--- config.mk ---
export PLATFORM = sky130hd
export DESIGN_NAME = tbuf_drive_ctrl
export DESIGN_NICKNAME = d
export VERILOG_FILES = /design/src/rtl/tbuf_drive_pkg.sv /design/src/rtl/tbuf_drive_rst_sync.sv /design/src/rtl/tbuf_drive_ctrl.sv
export SDC_FILE = /design/constraint.sdc
export NUM_CORES = 1
export LEC_CHECK = 0
export ABC_CLOCK_PERIOD_IN_PS = 1300
export CAP_MARGIN = 20
export CORE_UTILIZATION = 42
export CTS_BUF_LIST = sky130_fd_sc_hd__clkbuf_8
export CTS_CLUSTER_SIZE = 14
export DETAILED_ROUTE_END_ITERATION = 8
export GPL_TIMING_DRIVEN = 0
export PLACE_DENSITY_LB_ADDON = 0.08
export RECOVER_POWER = 50
export SLEW_MARGIN = 30
export SYNTH_ARGS = -nofsm -noshare
export SYNTH_HDL_FRONTEND = slang
export SYNTH_HIERARCHICAL = 1
export SYNTH_SLANG_ARGS = --single-unit
--- constraint.sdc ---
create_clock -name CLK -period 1.3 [get_ports CLK]
set_input_delay 0.13 -clock CLK [delete_from_list [all_inputs] [get_ports CLK]]
set_output_delay 0.13 -clock CLK [all_outputs]
set_load 0.005 [all_outputs]
--- src/rtl/tbuf_drive_pkg.sv ---
// rtl/tbuf_drive_pkg.sv - shared types and limits for the tristate bus drive controller
package tbuf_drive_pkg;

    typedef enum logic [1:0] {
        ST_IDLE  = 2'd0,
        ST_DRIVE = 2'd1,
        ST_TURN  = 2'd2
    } tbuf_state_t;

    localparam int CNT_W     = 4;
    localparam int PARAM_MIN = 1;
    localparam int PARAM_MAX = 15;

    function automatic bit param_ok(input int v);
        return (v >= PARAM_MIN) && (v <= PARAM_MAX);
    endfunction

endpackage

--- src/rtl/tbuf_drive_rst_sync.sv ---
// rtl/tbuf_drive_rst_sync.sv - two-flop reset release synchroniser, asynchronous assert
module tbuf_drive_rst_sync (
    input  logic i_clk,
    input  logic i_rst_n,
    output logic o_rst_n
);

    logic [1:0] r_sync;

    // clear at once on reset, shift ones in after release so deassertion is clock-aligned
    always_ff @(posedge i_clk or negedge i_rst_n) begin
        if (!i_rst_n) begin
            r_sync <= 2'b00;
        end else begin
            r_sync <= {r_sync[0], 1'b1};
        end
    end

    assign o_rst_n = r_sync[1];

endmodule

--- src/rtl/tbuf_drive_ctrl.sv ---
// rtl/tbuf_drive_ctrl.sv - tristate bus drive controller with turnaround, keeper view and contention check
module tbuf_drive_ctrl
    import tbuf_drive_pkg::*;
#(
    parameter int WIDTH      = 8,
    parameter int DRIVE_CYC  = 2,
    parameter int TURNAROUND = 1
) (
    input  logic             CLK,
    input  logic             RSTN,
    input  logic             REQ,
    input  logic [WIDTH-1:0] DIN,
    input  logic [WIDTH-1:0] BUS_I,
    output logic             T,
    output logic [WIDTH-1:0] O,
    output logic             ACK,
    output logic             BUSY,
    output logic [WIDTH-1:0] KEEP_VAL,
    output logic             CONTENTION
);

    generate
        if (!param_ok(DRIVE_CYC) || !param_ok(TURNAROUND)) begin : g_bad_param
            $error("tbuf_drive_ctrl: DRIVE_CYC and TURNAROUND must lie within 1..15");
        end
    endgenerate

    localparam logic [CNT_W-1:0] LP_DRV_LD  = CNT_W'(DRIVE_CYC - 1);
    localparam logic [CNT_W-1:0] LP_TURN_LD = CNT_W'(TURNAROUND - 1);

    logic             w_rst_n;
    tbuf_state_t      r_state;
    tbuf_state_t      w_state_nxt;
    logic [CNT_W-1:0] r_cnt;
    logic [CNT_W-1:0] w_cnt_nxt;
    logic             w_load;
    logic [WIDTH-1:0] r_data;
    logic [WIDTH-1:0] r_keep;
    logic             r_t;
    logic             r_cont;

    tbuf_drive_rst_sync u_rst_sync (
        .i_clk   (CLK),
        .i_rst_n (RSTN),
        .o_rst_n (w_rst_n)
    );

    // FSM state and shared drive/turnaround down-counter
    always_ff @(posedge CLK or negedge w_rst_n) begin
        if (!w_rst_n) begin
            r_state <= ST_IDLE;
            r_cnt   <= '0;
        end else begin
            r_state <= w_state_nxt;
            r_cnt   <= w_cnt_nxt;
        end
    end

    // next state: accept only in IDLE, count down DRIVE then TURN
    always_comb begin
        w_state_nxt = r_state;
        w_cnt_nxt   = r_cnt;
        w_load      = 1'b0;
        case (r_state)
            ST_IDLE: begin
                if (REQ) begin
                    w_state_nxt = ST_DRIVE;
                    w_cnt_nxt   = LP_DRV_LD;
                    w_load      = 1'b1;
                end
            end
            ST_DRIVE: begin
                if (r_cnt == '0) begin
                    w_state_nxt = ST_TURN;
                    w_cnt_nxt   = LP_TURN_LD;
                end else begin
                    w_cnt_nxt = r_cnt - CNT_W'(1);
                end
            end
            ST_TURN: begin
                if (r_cnt == '0) begin
                    w_state_nxt = ST_IDLE;
                end else begin
                    w_cnt_nxt = r_cnt - CNT_W'(1);
                end
            end
            default: begin
                w_state_nxt = ST_IDLE;
                w_cnt_nxt   = '0;
            end
        endcase
    end

    // pad control, latched data, keeper view and registered contention compare
    always_ff @(posedge CLK or negedge w_rst_n) begin
        if (!w_rst_n) begin
            r_t    <= 1'b1;
            r_data <= '0;
            r_keep <= '0;
            r_cont <= 1'b0;
        end else begin
            r_t <= (w_state_nxt != ST_DRIVE);
            if (w_load) begin
                r_data <= DIN;
            end
            if (r_state == ST_DRIVE) begin
                r_keep <= r_data;
            end
            // first drive cycle is skipped while the pad settles
            r_cont <= (r_state == ST_DRIVE) && (r_cnt != LP_DRV_LD) && (BUS_I != r_data);
        end
    end

    assign T          = r_t;
    assign O          = r_data;
    assign ACK        = (r_state == ST_DRIVE) && (r_cnt == '0);
    assign BUSY       = (r_state != ST_IDLE);
    assign KEEP_VAL   = r_keep;
    assign CONTENTION = r_cont;

endmodule

Word-level counts from Yosys, hierarchy flattened
Index checks and enable logic that the tools add are counted.
- flip-flop bits (word level): 26
- input port bits: 19
- output and inout port bits: 20
- logic and storage cells: 32
- add/sub/neg operators: 1
- eq/ne operators: 7
- mux-type cells: 10
- reduce and logical (&&, ||, !) cells: 7
- operators with widths (cell ; count):
    $mux W4 ; 3
    $pmux W4 S3 ; 1
    $ne A8 B8 Y1 ; 1
    $mux W2 ; 3
    $pmux W2 S3 ; 1
    $logic_not A4 Y1 ; 1
    $ne A2 B2 Y1 const B ; 2
    $ne A4 B1 Y1 const B ; 1
    $sub A4 B1 Y4 const B ; 1
    $logic_and A1 B1 Y1 ; 3
    $eq A2 B1 Y1 const B ; 1
    $eq A2 B2 Y1 const B ; 1
    $logic_not A2 Y1 ; 1
    $mux W1 ; 2
    $ne A2 B1 Y1 const B ; 1
    $reduce_and A2 Y1 ; 1
    $reduce_bool A2 Y1 ; 1

Longest topological paths before layout
- depth in word-level cells: 4
- mapped depth: 6
- gate-level depth less buffers: 5

Hierarchy
The synthesis kept the hierarchy.
- by module, submodules not included (module ; instances ; cells each ; area each (um^2) ; sequential area each (um^2)):
    tbuf_drive_ctrl ; 1 ; 109 ; 1153.6 ; 601.8
    tbuf_drive_rst_sync ; 1 ; 3 ; 53.8 ; 50.0

Least setup slack after synthesis
Ideal clock, no wire load.
- kind: register to register
- start: register r_cnt[0]
- end: register r_cnt[0]
- setup time: 0.133 ns
- arrival time: 1.447 ns
- required time: 1.167 ns
- setup slack: -0.280 ns
- cell stages (with the launch flop): 7
- buffers on the path: 1
- clock period less this slack: 1.580 ns
- cell sequence: dfrtp_1 -> inv_1 -> ha_1 -> or3b_4 -> buf_2 -> a31oi_1 -> o211ai_1
- longest elaborated chain between the ends: 3
- elaborated cells on any way between the ends: 7
- classes of those cells: add/sub (1); eq/ne (1); mux (3); reduce/logical (2)
- ends and longest elaborated chain (element ; line ; source):
    start: declaration ; tbuf_drive_ctrl.sv:34 ; logic [CNT_W-1:0] r_cnt;
    start signal: assignment ; tbuf_drive_ctrl.sv:55 ; r_cnt <= w_cnt_nxt;
    $sub A4 B1 Y4 or $logic_not A4 Y1 (tied branches) ; -- ;
    $mux W4 (tied with other cells) ; tbuf_drive_ctrl.sv:81 ; if (r_cnt == '0) begin
    $pmux W4 S3 or $reduce_and A2 Y1 (tied branches) ; -- ;
Parallel ways exist; a longest one is shown, timed or not. The select of a mux whose other input is x is not followed.
A chain may end at the register's enable or synchronous reset.

Worst setup path in the final report
- start: register r_cnt[1]
- end: output port ACK
- longest elaborated chain between the ends: 2
- ends and longest elaborated chain (element ; line ; source):
    $logic_not A4 Y1 ; tbuf_drive_ctrl.sv:116 ; assign ACK = (r_state == ST_DRIVE) && (r_cnt == '0);
    $logic_and A1 B1 Y1 ; tbuf_drive_ctrl.sv:116 ;
    end: declaration ; tbuf_drive_ctrl.sv:16 ; output logic ACK,
Every way passes these cells.

==> results.toml <==
[run_status]
status = "complete, but fails checks"
violations = "negative setup slack"

[yosys]
yosysTopAreaCellShare_pct = 51.81
synth_top_family_by_area = "simple AND/OR/NAND/NOR gates"
synth_compound_area_share_pct = 9.119
synthTopCellsByArea = "dfrtp_1, nand2_1, mux2_2"
syn_nets = 133
synth_xor_area_share_pct = 5.803
synth_cell_types = 30
synth_edf_count = 0
synthAdderAreaFrac_pct = 2.073
synthFlopType = "dfrtp_1"
synth_common_cells = "nand2_1, dfrtp_1, xor2_1"
synthSimpleGateAreaFrac_pct = 16.48
synth_most_common_cell = "nand2_1"
avgSynthCellArea_sq_um = 10.78
yosysTopAreaCell = "dfrtp_1"
synth_warnings = 6
ys_ff_latch = 26
async_flop_share_pct = 100.0
synth.mux.area_fraction_pct = 8.394
synth.cell_area_sq_um = 1207
synth_seq_area_share_pct = 53.99
synthesis.instances = 112

[timing]
fmax_mhz = 584.0
skew_ps = 2.452
slew_headroom_pct = 64.44
layout_setup_ws_ps = -412.2
hold_ws_ps = 79.28
min_period_over_period_pct = 131.7
rsz0062_at_grt = "true"
final-setup-viol-count = 16
finalCriticalPeriod_ps = 1712
hold_violations = 0
tightest_slew_ps = 533.4
slew_violations = 0

[cts]
cts_hold_buf = 0
clock_sinks = 26
insertion_delay_ps = 270
clk_pin_slew_ps = 90
htreeDepth = 1
cts-root-buf = "clkbuf_8"
cts_made_buffers = 3
cts_tree = "built"
ctsLongestPathBuffers = 2

[place]
post-place-ws_ps = -667.2
dpl.hpwl_mm = 1.837
portBuffers = 38
place.gp.congestion = 0.7802
dp.cells = 181

[run]
cap_viol_max_count = 0

[setup_path]
critPathArrivalTime_ps = 1580
required_ps = 1170
crit_type = "reg -> out"
slowest_stage = "dfrtp_1"
cp-end-kind = "output port"
crit_fanout = 2
crit_path_max_incr_delay_ps = 400
crit_chain = "inv_2, ha_4, or3b_4, buf_6, nor2_2, buf_2"
start_kind = "register"

[global_routing]
grt_pass1_vias = 1007
antenna_found_initial = 0
grt_pass1_wl_mm = 4.692
grtUsageTotal_pct = 19.78
grt_max_degree = 25
gr-total-overflow = 0

[drt]
maxUsedRoutingLayer = "met4"
drt-initial-drc-count = 37
dr.pass1.iters = 4
viasPerCell = 4.956
drc = 0
wl_met1_mm = 1.230
routed_wl_mm = 2.969
final_antenna_net_count = 0
wl_met3_um = 103
num_vias = 1021
dr_wl_met2_mm = 1.594
avgRoutedWirePerCell_um = 14.41

[pwr]
leakage_nw = 0.9624
p_switching_mw = 1.638
p_total_mw = 4.721
pwr-share-seq_pct = 30.7
ir_drop_uv = 1629
intPower_mw = 3.083
netSwitchingFraction_pct = 34.69
pwr-share-comb_pct = 55.2
powerDensity_nw_per_um2 = 2431
clockPowerShare_pct = 14.2

[finish]
drive_gt1_share_pct = 31.43
fin_util_pct = 71.03
final_nets = 197
synthToLayoutAreaGrowth_pct = 60.83
layoutNonFillerInstCount = 206
n_antenna_cell = 0

[die]
ios = 39
coreArea_sq_um = 2734
dieWidth_um = 55.62
rows = 19
die_y_um = 55.62
initial_utilization_pct = 44.16
die_area_sq_um = 3093

[worst_hold_path]
min_path_type = "in -> async"
## per-stage QoR
| step | instance area, sq um | setup TNS [ps] |
|---|---|---|
| after CTS | 1838 | -4172 |
| after floorplan | 1236 | -1833 |
| after global placement | 1655 | -3595 |
| final | 1942 | -4188 |
| after global routing | 1942 | -5272 |
| after detailed placement | 1657 | -4058 |
## cell type report
class	instances	area, sq um
plain buffers	4	31.28
clock buffers	3	41.29
clock inverters	1	30.03
fillers	230	792.0
inverters	6	22.52
multi-input cells	75	571.8
flip-flops and latches	26	654.4
well taps	31	38.79
repair buffers	60	551.8
## critical path, delay by kind of cell (launching register included)
family                     cells  cell delay [ps]
buffers and inverters          3              340
DFF                            1              400
adders and majority gates      1              130
and+or+nand+nor                2              440
## cell usage in the layout, fill, tap and decap left out, drive strengths merged, types with 2 or more instances in the layout
master / n
nor2b: 3
clkbuf: 5
inv: 6
ha: 2
o211ai: 4
dlymetal6s2s: 6
mux2: 9
xor2: 8
dlygate4sd2: 6
dfrtp: 25
clkdlybuf4s50: 24
nor2: 4
nor4: 3
buf: 25
nand2: 27
## sequential cells by signal (all words and copies together), names as in the netlist
name	flops
u_rst_sync/r_sync	2
T	1
r_state	2
KEEP_VAL	8
CONTENTION	1
O	8
r_cnt	4
## timing repair
action	4_1_cts	5_1_grt
buffers inserted	15	7
setup endpoints to repair	33	24
pin swaps	3	4
gates resized for setup	15	13
cloned	0	0
## routing by layer
layer  vias to the layer above  global-route usage, %
li1                        501                      -
met1                       500                  24.77
met2                        16                  33.73
met3                         4                  3.721
met4                         0                  7.857
met5                         -                      0
## cell families after synthesis
logic type      after synthesis
xor+xnor                      8
simple gates                 41
fa+ha+maj                     2
mux                           9
buf+inv                      11
other cells                   1
flops                        26
compound gates               14
## power by group through the flow
| stage | logic, mW | registers [mW] | clock network [mW] |
|---|---|---|---|
| 5_1_grt | 2.83 | 1.50 | 0.710 |
| 2_1_floorplan | 1.11 | 1.49 | 0 |
| 3_5_place_dp | 2.05 | 1.51 | 0 |
| 6_report | 2.60 | 1.45 | 0.669 |
| 3_3_place_gp | 1.99 | 1.50 | 0 |
| 4_1_cts | 2.41 | 1.46 | 0.675 |
## path summary, 6_finish.rpt
check | from | endpoint | slack, ps | cells past startpoint
setup reg to reg | r_cnt[1]$_DFFE_PN0P_ | r_cnt[0]$_DFFE_PN0P_ | -360 | 7
setup / recovery | r_cnt[1]$_DFFE_PN0P_ | ACK | -410 | 6
min in group CLK | u_rst_sync/r_sync[0]$_DFF_PN0_ | u_rst_sync/r_sync[1]$_DFF_PN0_ | 360 | 0
hold / removal | RSTN | u_rst_sync/r_sync[1]$_DFF_PN0_ | 80 | 1
max in group asynchronous | u_rst_sync/r_sync[1]$_DFF_PN0_ | r_state[1]$_DFF_PN0_ | 660 | 0
hold reg to reg | u_rst_sync/r_sync[1]$_DFF_PN0_ | KEEP_VAL[5]$_DFFE_PN0P_ | 250 | 0
(Power assumes the default switching activity.)
